[src/rtl/mux8_drain_seq_pkg.sv]
// Shared types and widths for the MUX8 drain sequencer.
// The FSM walks IDLE -> FETCH -> HOLD, and HOLD repeats once per word.
package mux8_drain_pkg;

    localparam int DATA_W = 32;
    localparam int SEL_W  = 3;

    typedef enum logic [1:0] {IDLE, FETCH, HOLD} drain_state_t;

endpackage

[src/rtl/mux8_drain_seq_if.sv]
// Bundles the sequencer's control, MUX8 and readout-stream signals.
// The master modport is the sequencer. The slave modport is the surrounding logic.
interface mux8_drain_seq_if;
    import mux8_drain_pkg::*;

    logic              start;
    logic [SEL_W-1:0]  last_sel;
    logic [SEL_W-1:0]  mux_select;
    logic              mux_enable;
    logic [DATA_W-1:0] mux_data;
    logic [DATA_W-1:0] out_data;
    logic              out_valid;
    logic              out_ready;
    logic              out_last;
    logic              busy;
    logic              done;

    modport master (
        input  start, last_sel, mux_data, out_ready,
        output mux_select, mux_enable, out_data, out_valid, out_last, busy, done
    );

    modport slave (
        output start, last_sel, mux_data, out_ready,
        input  mux_select, mux_enable, out_data, out_valid, out_last, busy, done
    );

endinterface

[src/rtl/mux8_drain_seq.sv]
// Walks the MUX8 select from 0 to a latched last index.
// It registers each selected word onto a valid/ready stream at up to one word per cycle.
module mux8_drain_seq
    import mux8_drain_pkg::*;
(
    input  logic             clk,
    input  logic             reset_n,
    mux8_drain_seq_if.master bus
);

    drain_state_t      state;
    drain_state_t      next_state;
    logic [SEL_W-1:0]  ptr;
    logic [SEL_W-1:0]  last;
    logic [SEL_W-1:0]  hidx;
    logic              capture;
    logic              finish;
    logic              busy_c;
    logic              enable_c;

    always_ff @(posedge clk) begin
        if (!reset_n) begin
            state <= IDLE;
        end else begin
            state <= next_state;
        end
    end

    always_comb begin
        next_state = state;
        case (state)
            IDLE:    if (bus.start) next_state = FETCH;
            FETCH:   next_state = HOLD;
            HOLD:    if (bus.out_ready && (hidx == last)) next_state = IDLE;
            default: next_state = IDLE;
        endcase
    end

    // A capture in HOLD refills the output register in the same edge as the handshake.
    always_comb begin
        capture  = 1'b0;
        finish   = 1'b0;
        busy_c   = 1'b0;
        enable_c = 1'b0;
        case (state)
            FETCH: begin
                busy_c  = 1'b1;
                capture = 1'b1;
            end
            HOLD: begin
                busy_c  = 1'b1;
                capture = bus.out_ready && (hidx != last);
                finish  = bus.out_ready && (hidx == last);
            end
            default: begin
                busy_c = 1'b0;
            end
        endcase
        enable_c = capture;
    end

    assign bus.mux_select = ptr;
    assign bus.mux_enable = enable_c;
    assign bus.busy       = busy_c;

    always_ff @(posedge clk) begin
        if (!reset_n) begin
            ptr           <= '0;
            last          <= '0;
            hidx          <= '0;
            bus.out_data  <= '0;
            bus.out_valid <= 1'b0;
            bus.out_last  <= 1'b0;
            bus.done      <= 1'b0;
        end else begin
            bus.done <= 1'b0;
            if ((state == IDLE) && bus.start) begin
                last <= bus.last_sel;
                ptr  <= '0;
            end
            if (capture) begin
                bus.out_data  <= bus.mux_data;
                hidx          <= ptr;
                ptr           <= ptr + 1'b1;
                bus.out_valid <= 1'b1;
                bus.out_last  <= (ptr == last);
            end
            if (finish) begin
                bus.out_valid <= 1'b0;
                bus.out_last  <= 1'b0;
                bus.done      <= 1'b1;
            end
        end
    end

endmodule

[src/flat_wrapper.sv]
// flat-port wrapper written by rule: the top's interface ports become plain ports
module mux8_drain_seq_flat import mux8_drain_pkg::*;
  (clk, reset_n, bus_start, bus_last_sel, bus_mux_data, bus_out_ready, bus_mux_select, bus_mux_enable, bus_out_data, bus_out_valid, bus_out_last, bus_busy, bus_done);
  mux8_drain_seq_if bus_i ();
  input  logic clk;
  input  logic reset_n;
  input wire logic [$bits(bus_i.start)-1:0] bus_start;
  input wire logic [$bits(bus_i.last_sel)-1:0] bus_last_sel;
  input wire logic [$bits(bus_i.mux_data)-1:0] bus_mux_data;
  input wire logic [$bits(bus_i.out_ready)-1:0] bus_out_ready;
  output wire logic [$bits(bus_i.mux_select)-1:0] bus_mux_select;
  output wire logic [$bits(bus_i.mux_enable)-1:0] bus_mux_enable;
  output wire logic [$bits(bus_i.out_data)-1:0] bus_out_data;
  output wire logic [$bits(bus_i.out_valid)-1:0] bus_out_valid;
  output wire logic [$bits(bus_i.out_last)-1:0] bus_out_last;
  output wire logic [$bits(bus_i.busy)-1:0] bus_busy;
  output wire logic [$bits(bus_i.done)-1:0] bus_done;
  assign bus_i.start = bus_start;
  assign bus_i.last_sel = bus_last_sel;
  assign bus_i.mux_data = bus_mux_data;
  assign bus_i.out_ready = bus_out_ready;
  assign bus_mux_select = bus_i.mux_select;
  assign bus_mux_enable = bus_i.mux_enable;
  assign bus_out_data = bus_i.out_data;
  assign bus_out_valid = bus_i.out_valid;
  assign bus_out_last = bus_i.out_last;
  assign bus_busy = bus_i.busy;
  assign bus_done = bus_i.done;
  mux8_drain_seq u_core (.clk(clk), .reset_n(reset_n), .bus(bus_i));
endmodule
[config.mk]
export PLATFORM = sky130hd
export DESIGN_NAME = mux8_drain_seq_flat
export DESIGN_NICKNAME = d
export VERILOG_FILES = /design/src/rtl/mux8_drain_seq_pkg.sv /design/src/rtl/mux8_drain_seq_if.sv /design/src/rtl/mux8_drain_seq.sv /design/src/flat_wrapper.sv
export SDC_FILE = /design/constraint.sdc
export NUM_CORES = 1
export LEC_CHECK = 0
export BUFFER_PORTS_ARGS = -buffer_cell sky130_fd_sc_hd__buf_2
export CORE_ASPECT_RATIO = 0.8
export CORE_MARGIN = 3
export CORE_UTILIZATION = 40
export CTS_BUF_LIST = sky130_fd_sc_hd__clkbuf_4
export DETAILED_ROUTE_END_ITERATION = 8
export GPL_TIMING_DRIVEN = 0
export PLACE_DENSITY_LB_ADDON = 0.05
export SLEW_MARGIN = 10
export SYNTH_ARGS = -nofsm -noshare
export SYNTH_HDL_FRONTEND = slang
export SYNTH_SLANG_ARGS = --single-unit
[constraint.sdc]
create_clock -name clk -period 2 [get_ports clk]
set_clock_uncertainty 0.1 [all_clocks]
set_input_delay 0.1 -clock clk [delete_from_list [all_inputs] [get_ports clk]]
set_output_delay 0.1 -clock clk [all_outputs]
set_load 0.01 [all_outputs]
# == After elaboration in Yosys (flattened, before gate mapping) ==
# Index checks and enable logic that the tools add are counted.
# word_totals
rom_bits,0
output_inout_bits,40
latchBits,0
reg_bits,46
n_memories,0
input_bits,39
mem_bits_rw,0
# classes
reduce_logical,8
n_shift,0
bitwise,1
mux,9
n_addsub,1
div,0
n_lt_le_gt_ge,0
n_mul,0
n_eq_ne,7
# op_table
cell,count
$eq A3 B3 Y1,2
$mux W3,2
$pmux W2 S3,1
$mux W2,2
$reduce_or A2 Y1,2
$add A3 B1 Y3 const B,1
$logic_and A1 B1 Y1,3
$mux W1,3
$ne A3 B3 Y1,1
$eq A2 B1 Y1 const B,1
$eq A2 B2 Y1 const B,1
$logic_not A2 Y1,1
$ne A2 B1 Y1 const B,1
$ne A2 B2 Y1 const B,1
$pmux W1 S2,1
$reduce_and A2 Y1,1
$reduce_bool A2 Y1,1
$not A1 Y1,1

# == Depth between registers and ports, before layout ==
# logic_depth
word_depth,4
ltp_mapped,8

# == Least setup slack after synthesis ==
# OpenSTA, ideal clock, no wires.
# synth_timing
path_kind,reg2reg
startpoint,reg u_core.state[0]
endpoint,"reg u_core.ptr[1], in the netlist u_core.bus.mux_select[1]"
t_required_ns,1.830
slack_ns,0.239
setup_ns,0.070
path_stages_with_launch,7
t_arrival_ns,1.591
n_path_buf,2
path_cell_list,dfxtp_1 inv_1 ha_1 clkbuf_1 clkbuf_1 o211ai_1 a21oi_1
# synth_between
elab_chain_cells,3
elab_cells_between_ends,7
classes_between,eq/ne (2); mux (2); reduce/logical (3)
# synth_lines
element,line_no,text
"start, declared",mux8_drain_seq.sv:11,drain_state_t state;
"start signal, assigned",mux8_drain_seq.sv:25,state <= next_state;
$eq A2 B2 Y1 (tied with other cells),mux8_drain_seq.sv:45,case (state)
$pmux W1 S2 or $logic_and A1 B1 Y1 (tied branches),"mux8_drain_seq.sv:45, mux8_drain_seq.sv:77",
$mux W3 or $reduce_bool A2 Y1 (tied branches),--,
"end signal, assigned",mux8_drain_seq.sv:84,ptr <= ptr + 1'b1;
"end, declared",mux8_drain_seq.sv:13,logic [SEL_W-1:0] ptr;
# Several ways; a longest one is shown, not always the timed one.
# A chain may end at the register's enable or synchronous reset.

# == Final worst setup path ==
# layout_timing
startpoint,reg u_core.state[1]
endpoint,out bus_mux_enable
# layout_between
elab_chain_cells,2
elab_cells_between_ends,3
classes_between,eq/ne (2); mux (1)
# layout_lines
element,line_no,text
$eq A2 B2 Y1 or $eq A2 B1 Y1 (tied branches),mux8_drain_seq.sv:45,
$pmux W1 S2 (*),mux8_drain_seq.sv:45,
"end, declared",flat_wrapper.sv:12,output wire logic [$bits(bus_i.mux_enable)-1:0] bus_mux_enable;
# Every way passes the cells marked *; elsewhere a longest branch is shown, timed or not.

==> impl_metrics.env <==
export IMPL_status="finished clean"
export IMPL_yosysMostFrequentCell="dfxtp_1"
export IMPL_synth_edf_count=0
export IMPL_synth_area_per_cell_um2=8.769
export IMPL_grt_pass1_vias=2067
export IMPL_clock_latency_ps=340
export IMPL_finalWirelength_um=6200
export IMPL_clkSlewWorstSetupHoldPaths_ps=130
export IMPL_internal_power_uw=1547
export IMPL_synth_area_top_cells="dfxtp_1 44%, o211ai_1 14%, a21oi_1 11%, o21ai_0 8.1%, ha_1 3.6%"
export IMPL_synth_seq_area_share=0.4394
export IMPL_holdWs_ps=102.7
export IMPL_grt_pass1_wl_um=9901
export IMPL_clock_sinks=46
export IMPL_synth_fp_nets=284
export IMPL_cts_buffers=5
export IMPL_drt_wirelength_per_cell_um=14.42
export IMPL_crit_type="register to output pin"
export IMPL_place_congestion=0.7641
export IMPL_syn_area_mm2=0.002096
export IMPL_fin_total_pwr_uw=2440
export IMPL_drtAntennaViolNets=0
export IMPL_io_buffers=78
export IMPL_reg2reg_slack_ps=150
export IMPL_die_h_um=70.74
export IMPL_fin_nets=414
export IMPL_p_seq_frac=0.431
export IMPL_worst_path_stages=6
export IMPL_drive_above_1_share=0.3162
export IMPL_max_clock_freq_mhz=522.6
export IMPL_p_clk_frac=0.179
export IMPL_h_tree_depth=2
export IMPL_area_growth_pct=48.36
export IMPL_critPathTopFamily="flip-flops"
export IMPL_worst_slew_pin_slew_ps=515.3
export IMPL_synth_ff_type="dfxtp_1"
export IMPL_ys_seq_elements=46
export IMPL_avgViaCountPerCell=5.160
export IMPL_reg2regPathDepth=7
export IMPL_switchingPower_uw=893.7
export IMPL_yosysWarningCount=0
export IMPL_power_leakage_uw=0.001312
export IMPL_ys_top_cells_by_count="46 x dfxtp_1, 44 x a21oi_1, 40 x o211ai_1, 34 x o21ai_0, 16 x clkbuf_1"
export IMPL_tns_ps=0
export IMPL_worstPathMaxFanout=5
export IMPL_dieArea_mm2=0.006149
export IMPL_vdd_ir_drop_max_mv=0.4987
export IMPL_async_flop_share=0
export IMPL_hold_path_class="input pin to register"
export IMPL_setup_viol_count_final=0
export IMPL_antennaDiodeCount=0
export IMPL_power_density_mw_per_mm2=784.9
export IMPL_start_util=0.4351
export IMPL_combPwrFrac=0.390
export IMPL_endpoint="bus_mux_enable"
export IMPL_dpl_hpwl_um=4032
export IMPL_synthDistinctLibCells=29
export IMPL_worstReg2RegStart="u_core.state[1]$_SDFFE_PN0P_"
export IMPL_route_detailed_drc=0
export IMPL_yosys_area_top_type_share=0.4394
export IMPL_synth_cells=239
export IMPL_fin_crit_sh=0.9568
export IMPL_vias=2219
export IMPL_final_hold_viol_count=0
export IMPL_cp_startpoint="u_core.state[1]$_SDFFE_PN0P_"
export IMPL_rsz0062_at_grt="no"
export IMPL_cp_slowest_cell="dfxtp_1"
export IMPL_rows=22
export IMPL_grt_max_degree=14
export IMPL_cap_violations=0
export IMPL_swShare=0.3662
export IMPL_antenna_found_initial=0
export IMPL_cts_tree="built"
export IMPL_drt_iter0_markers=88
export IMPL_synth_top_area_cell="dfxtp_1"
export IMPL_final_max_slew_viol_count=0
export IMPL_cp_data_arrival_time_ps=1710
export IMPL_post_route_min_period_ps=1914
export IMPL_die_x_um=86.93
export IMPL_setup_worst_path_end_class="output pin"
export IMPL_gr_usage_all_layers=0.1992
export IMPL_startpoint_type="register"
export IMPL_cp_required_ps=1800
export IMPL_clk_path_buf_depth=2
export IMPL_cts_root_buf="clkbuf_4"
export IMPL_num_io_pins=79
export IMPL_cp_cell_sequence="inv_2, ha_4, nor4_4, buf_6, nor2_2, buf_2"
export IMPL_slowest_delay_ps=400
export IMPL_rr_endpoint="u_core.bus.out_last$_SDFFE_PP0P_"
export IMPL_coreArea_mm2=0.004817
export IMPL_path_buf_inv=3
export IMPL_first_pass_iters=4
export IMPL_gr_total_overflow=0
export IMPL_slew_headroom=0.6564
## per-layer routing
layer | vias up | share of wire | track usage
li1 | 1152 | - | -
met1 | 996 | 0.50 | 0.2994
met2 | 65 | 0.44 | 0.2932
met3 | 6 | 0.055 | 0.03958
met4 | 0 | 0.010 | 0.04325
met5 | - | 0 | 0
## worst min path at each step
stage | start | end | slack (ps) | cells after the start
finish | bus_start | u_core.state[0]$_SDFFE_PN0P_ | 100 | 4
global route | bus_start | u_core.state[0]$_SDFFE_PN0P_ | 100 | 4
CTS | bus_start | u_core.state[0]$_SDFFE_PN0P_ | 70 | 4
detailed placement | bus_last_sel[0] | u_core.last[0]$_SDFFE_PN0P_ | 260 | 3
global placement | bus_last_sel[0] | u_core.last[0]$_SDFFE_PN0P_ | 260 | 3
floorplan | bus_last_sel[0] | u_core.last[0]$_SDFFE_PN0P_ | 150 | 2
## kinds of logic (layout without fill, tap and decap cells)
logic type | count (synthesis) | in the layout | share of synthesized area
xor gates and xnor gates | 9 | 9 | 0.03761
and+or+nand+nor | 21 | 21 | 0.05672
AOI/OAI and AO/OA | 129 | 129 | 0.3672
adders and majority gates | 6 | 6 | 0.03582
DFF | 46 | 46 | 0.4394
buffers and inverters | 28 | 159 | 0.06328
## repair_timing
item,CTS,global route
hold buffers,40,0
resized for setup,10,15
buffers inserted,0,5
pin swaps,1,1
setup endpoints to repair,21,21
endpoints found under the hold margin,37,0
## per-stage QoR
stage                     std cells  worst slack [ps]  utilization  cell area, um^2
after CTS                       425            -31.83       0.6299             3034
after global routing            430             3.367       0.6455             3109
final                           430             86.31       0.6455             3109
after detailed placement        377            -48.05       0.5317             2561
after global placement          377            -71.60       0.5317             2561
after floorplan                 239             239.0            -             2096
## layout by cell type, fill, tap and decap left out, types with 3 or more instances in the layout
master,netlist,layout
buf_2,1,79
a21oi_1,44,44
dfxtp_1,46,43
o211ai_1,40,40
dlygate4sd3_1,0,40
o21ai_0,34,34
clkbuf_1,16,10
clkbuf_2,3,8
xor2_1,6,6
buf_4,2,6
nand3_1,6,6
clkbuf_4,0,6
nand2_1,6,5
o21ai_1,5,5
buf_6,2,4
xnor2_1,3,3
nor2b_1,3,3
ha_1,6,3
## power groups by stage
stage                     Clock (uW)  Sequential [uW]  Combinational [uW]
after CTS                        455             1050                 849
after detailed placement           0             1060                 765
final                            437             1050                 952
after floorplan                    0             1090                 470
after global routing             494             1060                1040
after global placement             0             1060                 766
## sequential cells by signal, indices dropped and copies added, names as in the netlist
signal,flops
u_core.bus.out_data,32
u_core.bus.mux_select,3
u_core.hidx,3
u_core.last,3
u_core.state,2
u_core.bus.done,1
u_core.bus.out_last,1
u_core.bus.out_valid,1
## worst min-delay path: stages
cell     delay, ps
buf_2          140
nor2b_1         70
o21ai_0        150
a21oi_1         60
## area by class of cell
| type | instances | area, um^2 |
|---|---|---|
| clock buffer | 6 | 45.04 |
| timing repair buffer | 123 | 828.3 |
| buffer | 24 | 135.1 |
| fill | 436 | 1708 |
| inverter | 4 | 15.01 |
| multi-input combinational | 165 | 1075 |
| sequential | 46 | 927.1 |
| clock inverter | 2 | 8.758 |
| tap | 60 | 75.07 |
Power figures use the tool's default switching activity.
